[config.mk]
export PLATFORM = sky130hd
export DESIGN_NAME = clk_gen_ctrl
export DESIGN_NICKNAME = d
export VERILOG_FILES = /design/src/rtl/clk_gen_pkg.sv /design/src/rtl/clk_gen_phase_cnt.sv /design/src/rtl/clk_gen_ctrl.sv
export SDC_FILE = /design/constraint.sdc
export NUM_CORES = 1
export LEC_CHECK = 0
export CAP_MARGIN = 15
export CORE_ASPECT_RATIO = 0.5
export CORE_MARGIN = 2
export CORE_UTILIZATION = 45
export DETAILED_ROUTE_END_ITERATION = 6
export GPL_TIMING_DRIVEN = 0
export PLACE_DENSITY = 0.7
export SYNTH_ARGS = -nofsm -noshare
export SYNTH_HDL_FRONTEND = slang
export SYNTH_SLANG_ARGS = --single-unit
[constraint.sdc]
create_clock -name clk -period 3.2 [get_ports clk]
set_input_delay 0.48 -clock clk [delete_from_list [all_inputs] [get_ports clk]]
set_output_delay 0.48 -clock clk [all_outputs]
set_load 0.01 [all_outputs]
[src/rtl/clk_gen_pkg.sv]
// rtl/clk_gen_pkg.sv - shared types and default widths for the clock generator
package clk_gen_pkg;

    localparam int CNT_W_DEF  = 16;
    localparam int EDGE_W_DEF = 32;

    typedef enum logic [1:0] {
        IDLE      = 2'd0,
        RUN       = 2'd1,
        STOP_PEND = 2'd2
    } state_t;

endpackage

[src/rtl/clk_gen_phase_cnt.sv]
// rtl/clk_gen_phase_cnt.sv - loadable half-period down-counter and clk_out toggle flop
//
// Ports:
//   clk, rst      system clock, synchronous active-high reset
//   start         force clk_out high next cycle and load start_h-1
//   start_h       half period used by start
//   run           counting enabled (block is not idle)
//   halt          force clk_out low and clear the counter next cycle
//   reload_h      half period loaded on every toggle
//   clk_out       registered generated clock
//   toggle        current cycle is the last of the phase
import clk_gen_pkg::*;

module clk_gen_phase_cnt #(
    parameter int CNT_W = CNT_W_DEF
) (
    input  logic             clk,
    input  logic             rst,
    input  logic             start,
    input  logic [CNT_W-1:0] start_h,
    input  logic             run,
    input  logic             halt,
    input  logic [CNT_W-1:0] reload_h,
    output logic             clk_out,
    output logic             toggle
);

    localparam logic [CNT_W-1:0] ONE = CNT_W'(1);

    logic [CNT_W-1:0] cnt_q, cnt_d;
    logic             clk_q, clk_d;

    // start_h and reload_h are never 0 when used, so H-1 cannot wrap.
    always_comb begin
        toggle = run && (cnt_q == '0);
        cnt_d  = cnt_q;
        clk_d  = clk_q;
        if (halt) begin
            cnt_d = '0;
            clk_d = 1'b0;
        end else if (start) begin
            cnt_d = start_h - ONE;
            clk_d = 1'b1;
        end else if (toggle) begin
            cnt_d = reload_h - ONE;
            clk_d = ~clk_q;
        end else if (run) begin
            cnt_d = cnt_q - ONE;
        end
    end

    always_ff @(posedge clk) begin
        if (rst) begin
            cnt_q <= '0;
            clk_q <= 1'b0;
        end else begin
            cnt_q <= cnt_d;
            clk_q <= clk_d;
        end
    end

    assign clk_out = clk_q;

endmodule

[src/rtl/clk_gen_ctrl.sv]
// rtl/clk_gen_ctrl.sv - programmable 50% duty clock generator with glitch-free reconfiguration
//
// Ports:
//   clk, rst          system clock, synchronous active-high reset
//   cfg_valid/ready   configuration handshake
//   cfg_enable        1 = run, 0 = stop
//   cfg_half_period   clk_out half period in clk cycles (0 is illegal)
//   clk_out           generated clock
//   rise_tick         pulse in the first high cycle of clk_out
//   busy              generator active (RUN or STOP_PEND)
//   err               sticky illegal-configuration flag
//   edge_cnt          saturating count of clk_out rising edges
import clk_gen_pkg::*;

module clk_gen_ctrl #(
    parameter int CNT_W  = CNT_W_DEF,
    parameter int EDGE_W = EDGE_W_DEF
) (
    input  logic              clk,
    input  logic              rst,
    input  logic              cfg_valid,
    output logic              cfg_ready,
    input  logic              cfg_enable,
    input  logic [CNT_W-1:0]  cfg_half_period,
    output logic              clk_out,
    output logic              rise_tick,
    output logic              busy,
    output logic              err,
    output logic [EDGE_W-1:0] edge_cnt
);

    localparam logic [EDGE_W-1:0] EDGE_ONE = EDGE_W'(1);

    state_t             state_q, state_d;
    logic [CNT_W-1:0]   h_q, h_d;
    logic               pend_v_q, pend_v_d;
    logic [CNT_W-1:0]   pend_h_q, pend_h_d;
    logic               rise_q, rise_d;
    logic               busy_q, busy_d;
    logic               err_q, err_d;
    logic               ready_q, ready_d;
    logic [EDGE_W-1:0]  edge_q, edge_d;

    logic               hs, cfg_go, cfg_bad, cfg_stop;
    logic               pc_start, pc_run, pc_halt, pc_toggle, pc_clk;
    logic [CNT_W-1:0]   reload_h;

    assign hs       = cfg_valid && ready_q;
    assign cfg_go   = hs && cfg_enable && (cfg_half_period != '0);
    assign cfg_bad  = hs && cfg_enable && (cfg_half_period == '0);
    assign cfg_stop = hs && !cfg_enable;

    // A pending period is only adopted when the toggle is a low->high one,
    // so the high phase that follows is the first full phase at the new H.
    assign reload_h = (!pc_clk && pend_v_q) ? pend_h_q : h_q;
    assign pc_run   = (state_q != IDLE);

    always_comb begin
        state_d  = state_q;
        h_d      = h_q;
        pend_v_d = pend_v_q;
        pend_h_d = pend_h_q;
        rise_d   = 1'b0;
        pc_start = 1'b0;
        pc_halt  = 1'b0;
        unique case (state_q)
            IDLE: begin
                if (cfg_go) begin
                    pc_start = 1'b1;
                    h_d      = cfg_half_period;
                    rise_d   = 1'b1;
                    state_d  = RUN;
                end
            end
            RUN: begin
                if (pc_toggle && !pc_clk) begin
                    rise_d = 1'b1;
                    if (pend_v_q) begin
                        h_d      = pend_h_q;
                        pend_v_d = 1'b0;
                    end
                end
                // Captured after any adoption above, so a handshake on a rise
                // edge waits for the following rise.
                if (cfg_go) begin
                    pend_v_d = 1'b1;
                    pend_h_d = cfg_half_period;
                end else if (cfg_stop) begin
                    pend_v_d = 1'b0;
                    state_d  = STOP_PEND;
                end
            end
            STOP_PEND: begin
                // End of a high phase falls naturally; end of a low phase
                // would rise, which halt suppresses.
                if (pc_toggle) begin
                    pc_halt = 1'b1;
                    state_d = IDLE;
                end
            end
            default: state_d = IDLE;
        endcase
        err_d   = err_q | cfg_bad;
        edge_d  = (rise_d && (edge_q != '1)) ? edge_q + EDGE_ONE : edge_q;
        busy_d  = (state_d != IDLE);
        ready_d = (state_d != STOP_PEND);
    end

    always_ff @(posedge clk) begin
        if (rst) begin
            state_q  <= IDLE;
            h_q      <= '0;
            pend_v_q <= 1'b0;
            pend_h_q <= '0;
            rise_q   <= 1'b0;
            busy_q   <= 1'b0;
            err_q    <= 1'b0;
            ready_q  <= 1'b0;
            edge_q   <= '0;
        end else begin
            state_q  <= state_d;
            h_q      <= h_d;
            pend_v_q <= pend_v_d;
            pend_h_q <= pend_h_d;
            rise_q   <= rise_d;
            busy_q   <= busy_d;
            err_q    <= err_d;
            ready_q  <= ready_d;
            edge_q   <= edge_d;
        end
    end

    clk_gen_phase_cnt #(
        .CNT_W (CNT_W)
    ) u_phase_cnt (
        .clk      (clk),
        .rst      (rst),
        .start    (pc_start),
        .start_h  (cfg_half_period),
        .run      (pc_run),
        .halt     (pc_halt),
        .reload_h (reload_h),
        .clk_out  (pc_clk),
        .toggle   (pc_toggle)
    );

    assign cfg_ready = ready_q;
    assign clk_out   = pc_clk;
    assign rise_tick = rise_q;
    assign busy      = busy_q;
    assign err       = err_q;
    assign edge_cnt  = edge_q;

endmodule

Word-level counts from Yosys, hierarchy flattened. Cells that the tools add are included.

Bits in registers: 88. Bits in latches: 0. Memory bits (writable): 0. Memory bits (read-only): 0. Word-level logic and storage cells: 73. Memories: 0.

Add/subtract/negate cells: 4. $mul: 0. Divide/modulo/power cells: 0. $lt $le $gt $ge: 0. Equality and inequality tests: 7. Shift-type cells: 0. Multiplexer cells: 24. Bitwise operators: 2. Reductions and logical operators: 25.

Operator list (number): $mux W16 (7); $sub A16 B1 Y16 const B (3); $add A32 B1 Y32 const B (1); $logic_not A16 Y1 (2); $ne A32 B32 Y1 const B (1); $pmux W16 S2 (1); $reduce_bool A16 Y1 (1); $mux W1 (10); $logic_and A1 B1 Y1 (9); $mux W2 (4); $ne A2 B2 Y1 const B (4); $reduce_bool A2 Y1 (4); $pmux W2 S3 (1); $reduce_bool A3 Y1 (2); $reduce_and A2 Y1 (2); $reduce_and A4 Y1 (1); $eq A2 B1 Y1 const B (1); $eq A2 B2 Y1 const B (1); $logic_not A1 Y1 (2); $logic_not A2 Y1 (1); $pmux W1 S2 (1); $reduce_or A2 Y1 (1); $not A1 Y1 (1); $or A1 B1 Y1 (1).

Depth between registers and ports, before layout.
Depth after elaboration: 6. Depth in mapped cells: 13. Depth with buffers taken out: 12.

Hierarchy. A second synthesis with hierarchy kept.

Cell total of the unflattened synthesis: 594. Area, all modules: 4883.4 sq um.

By module, submodules not included: clk_gen_ctrl (instances 1, cells an instance 408, area an instance 3524.6 sq um); clk_gen_phase_cnt (instances 1, cells an instance 186, area an instance 1358.8 sq um).

Least setup slack after synthesis. No wires, ideal clock.

Path kind: in2reg. Start point: in cfg_half_period[3]. End point: reg u_phase_cnt.cnt_q[6]. Arrival: 3.152 ns. Data required time: 3.114 ns. Path slack: -0.037 ns. Stages on the path: 12. Path through: or4_4 -> o41ai_4 -> or2_2 -> buf_4 -> nand2_1 -> o21ai_0 -> ha_1 -> inv_1 -> nor3_1 -> nand2_1 -> xor2_1 -> a211oi_1.

Longest elaborated chain between the ends: 5. Elaborated cells between the ends (all ways): 7. Classes of those cells: 1 x add/sub; 3 x mux; 3 x reduce/logical.

Ends and longest elaborated chain: from (decl) (RTL line clk_gen_ctrl.sv:24) `input logic [CNT_W-1:0] cfg_half_period,`; parallel branches: the longest is 5 deep, another holds $sub A16 B1 Y16; to (signal assigned) (RTL line clk_gen_phase_cnt.sv:57) `cnt_q <= cnt_d;`; to (decl) (RTL line clk_gen_phase_cnt.sv:30) `logic [CNT_W-1:0] cnt_q, cnt_d;`.

Parallel ways; which one is timed is not known. A chain may end at the register's enable or synchronous reset.

Worst setup path in the final report.
Start point: in cfg_half_period[3]. End point: reg u_phase_cnt.cnt_q[15].

Same word-level chain as after synthesis.

==> results.ini <==
[run_status]
outcome = complete, no violations

[placed_design]
dp_hpwl_um = 9110
port_buffers = 55
globalplace.congestion = 0.900
dp_slack_ns = -1.19

[sta]
slew_headroom_pct = 20.1
clock-skew-final_ns = 0.00610
rsz0062_at_grt = true
maxSlewViolCount = 0
min_period_ns = 3.16
fin_crit_sh_pct = 98.7
hold_viol = 0
fmax_ghz = 0.317
fin_ws_ns = 0.0430
setup_viol = 0
tns_ns = 0
worst_slew_pin_slew_ns = 1.19

[detailed_routing]
ant_nets = 0
drt_wl_total_um = 13400
wl_met1_um = 6170
top_layer = met4
drt-vias-per-instance = 5.75
routed-wl-met2_um = 5890
drc = 0
wl_per_cell_um = 17.3
dr.pass1.iters = 5
num_vias = 4436
met3WireLength_um = 1080
drt_iter0_markers = 355

[floorplanning]
die_x_um = 145
initial_utilization_pct = 46.7
die_y_um = 74.4
core.rowCount = 25
io_pins = 57
die-area_sq_mm = 0.0108
core_area_sq_mm = 0.00954

[synth]
synth-xor-area-share_pct = 7.07
synthesis.nets = 568
synthAdderAreaFrac_pct = 0.561
synth_top_area_cell = dfxtp_1
ys_seq_area_share_pct = 39.5
synthSimpleGateAreaFrac_pct = 26.3
synth-seq-cells = 88
synth_area_sq_mm = 0.00446
ys_warn_count = 0
synth_cell_types = 49
syn_inst = 546
yosysTopAreaCellShare_pct = 39.5
avgSynthCellArea_sq_um = 8.17
synth_compound_area_share_pct = 15.2
synth_top_family_by_area = simple AND/OR/NAND/NOR gates
muxShareOfSynthArea_pct = 7.15
synthTopCellsByArea = dfxtp_1 (40%), nor2_1 (7.5%), mux2i_1 (6.1%)

[finish]
fin_nets = 654
n_antenna_cell = 0
post-route-util_pct = 60.9
drive_gt1_share_pct = 14.0
syn_to_final_growth_pct = 30.2

[power_and_ir_drop]
power_per_cell_area_mw_per_mm2 = 478
power.total_uw = 2770
leakage_uw = 0.00215
ir_drop_uv = 296

[global_routing]
grt_max_degree = 16
grt_pass1_vias = 4142
antenna_found_initial = 0
grt_overflow = 0
gr-usage-all-layers_pct = 25.7
grt_pass1_wl_um = 21300

[run]
max-cap-violations = 0

[cts]
clk_latency_ns = 0.35
clkTransAtPathRegs_ns = 0.06
cts_tree = yes
cts_sinks = 88
cts.path.max_buffers = 2
cts_root_buffer = clkbuf_16
hold_buffers = 0
ctsHtreeMaxLevel = 3
cts_made_buffers = 9

[setup_path]
critPathKind = in2reg
slowest_delay_ns = 0.59
worst_path_max_delay_cell = or4_4
cp_max_fo = 8
cp-end-kind = flip-flop
cp-start-kind = input pin
cp_data_arrival_time_ns = 3.44
reg2reg_slack_ns = 0.24
crit_chain = dlygate4sd2_1 -> or4_4 -> o41ai_4 -> buf_4 -> or2_4 -> buf_6 -> buf_4 -> nand2_1 -> o21ai_4 -> nand3_2 -> or4_1 -> nand3_1
crit_top_cell = buf_4
cp.required_ns = 3.49

[hold_path]
hp-class = in2reg

-- registers in the layout, summed over array words and instances, names as in the netlist, 2 cells and up --
| register | flops |
|---|---|
| edge_cnt | 32 |
| h_q | 16 |
| pend_h_q | 16 |
| state_q | 2 |
| u_phase_cnt.cnt_q | 16 |
-- through the flow --
step,std cells,area [sq um],hold slack [ns]
after global routing,772,5810,0.478
after detailed placement,736,5180,0.456
final,772,5810,0.465
after floorplan,546,4460,0.442
after CTS,764,5670,0.473
after global placement,736,5180,0.449
-- area by class of cell --
class                   instances  area [sq um]
flip-flops and latches         88          1760
clock inverters                 6          70.1
fillers                       866          3730
well taps                     135           169
clock buffers                  10           229
repair buffers                 76           689
inverters                      17          63.8
multi-input cells             410          2690
plain buffers                  30           133
-- metal layers --
metal | global-route usage [%] | vias to the layer above
li1 | - | 2136
met1 | 34.5 | 2094
met2 | 40.0 | 178
met3 | 7.79 | 28
met4 | 8.41 | 0
met5 | 0 | -
-- cell usage in the layout, fill, tap and decap left out, types with 3 or more instances in the layout --
master,Yosys,layout
nor2_1,89,88
dfxtp_1,88,88
nand2_1,46,46
clkdlybuf4s50_1,0,40
a21oi_1,35,33
mux2i_1,27,27
nand4_1,22,22
xor2_1,22,22
clkbuf_1,29,21
buf_4,1,20
nand3_1,17,17
o21ai_0,20,17
inv_1,17,16
nor3_1,19,16
a311oi_1,15,15
xnor2_1,14,14
clkbuf_2,0,11
nor4_1,11,9
clkbuf_16,0,9
or3_1,7,7
a211oi_1,7,7
dlygate4sd2_1,0,6
a221oi_2,2,5
or4_4,2,4
and3_1,4,4
nor2b_1,4,4
mux2_2,3,4
clkinv_4,0,4
dlymetal6s2s_1,0,4
and4_1,3,3
a221oi_1,7,3
-- report_power, final --
part | internal (uW) | switching [uW]
Sequential | 1130 | 36.2
Clock | 610 | 468
Combinational | 224 | 301
Total | 1970 | 805
-- path summary, 6_finish.rpt --
| kind | start | to | cells past startpoint |
|---|---|---|---|
| max | cfg_half_period[3] | u_phase_cnt.cnt_q[15] | 12 |
| min | cfg_half_period[8] | h_q[8] | 3 |
| max reg2reg | u_phase_cnt.cnt_q[13] | u_phase_cnt.cnt_q[4] | 13 |
| min reg2reg | err | err | 2 |
-- logic make-up after synthesis --
family                     Yosys count
DFF                                 88
AOI/OAI and AO/OA                  100
and+or+nand+nor                    240
xor gates and xnor gates            36
adders and majority gates            2
muxes                               31
buffers and inverters               49
-- Yosys cell counts (all sizes together) --
cell type	count
o2111ai	1
a22oi	1
o211ai	1
mux2	4
and2	2
and4bb	1
or3	7
a31oi	1
nor4	12
clkbuf	29
xor2	22
a311oi	15
a21o	2
a31o	1
nand2b	2
nand2	46
a211o	1
nor3	19
mux2i	27
nor2b	4
o221ai	2
nand3b	2
o41ai	1
and3	4
xnor2	14
and4	3
nand4	22
nand3	18
nand4b	1
o21a	1
o21ai	20
a221oi	9
a21oi	35
ha	2
nor2	89
o22ai	2
or2	2
or4	6
a211oi	7
inv	17
dfxtp	88
buf	3
-- repair_timing --
action / in CTS / in global routing
gates resized for setup: 35 / 37
cloned: 1 / 0
setup endpoints to repair: 72 / 50
setup buffers: 12 / 9
pin swaps: 8 / 11
-- worst max-delay path: cells and delay by family --
| family | cells | cell delay, ns |
|---|---|---|
| AOI/OAI and AO/OA | 2 | 0.61 |
| and+or+nand+nor | 6 | 1.59 |
| buffers and inverters | 4 | 0.76 |
No activity file was read; power rests on OpenSTA's default activity.
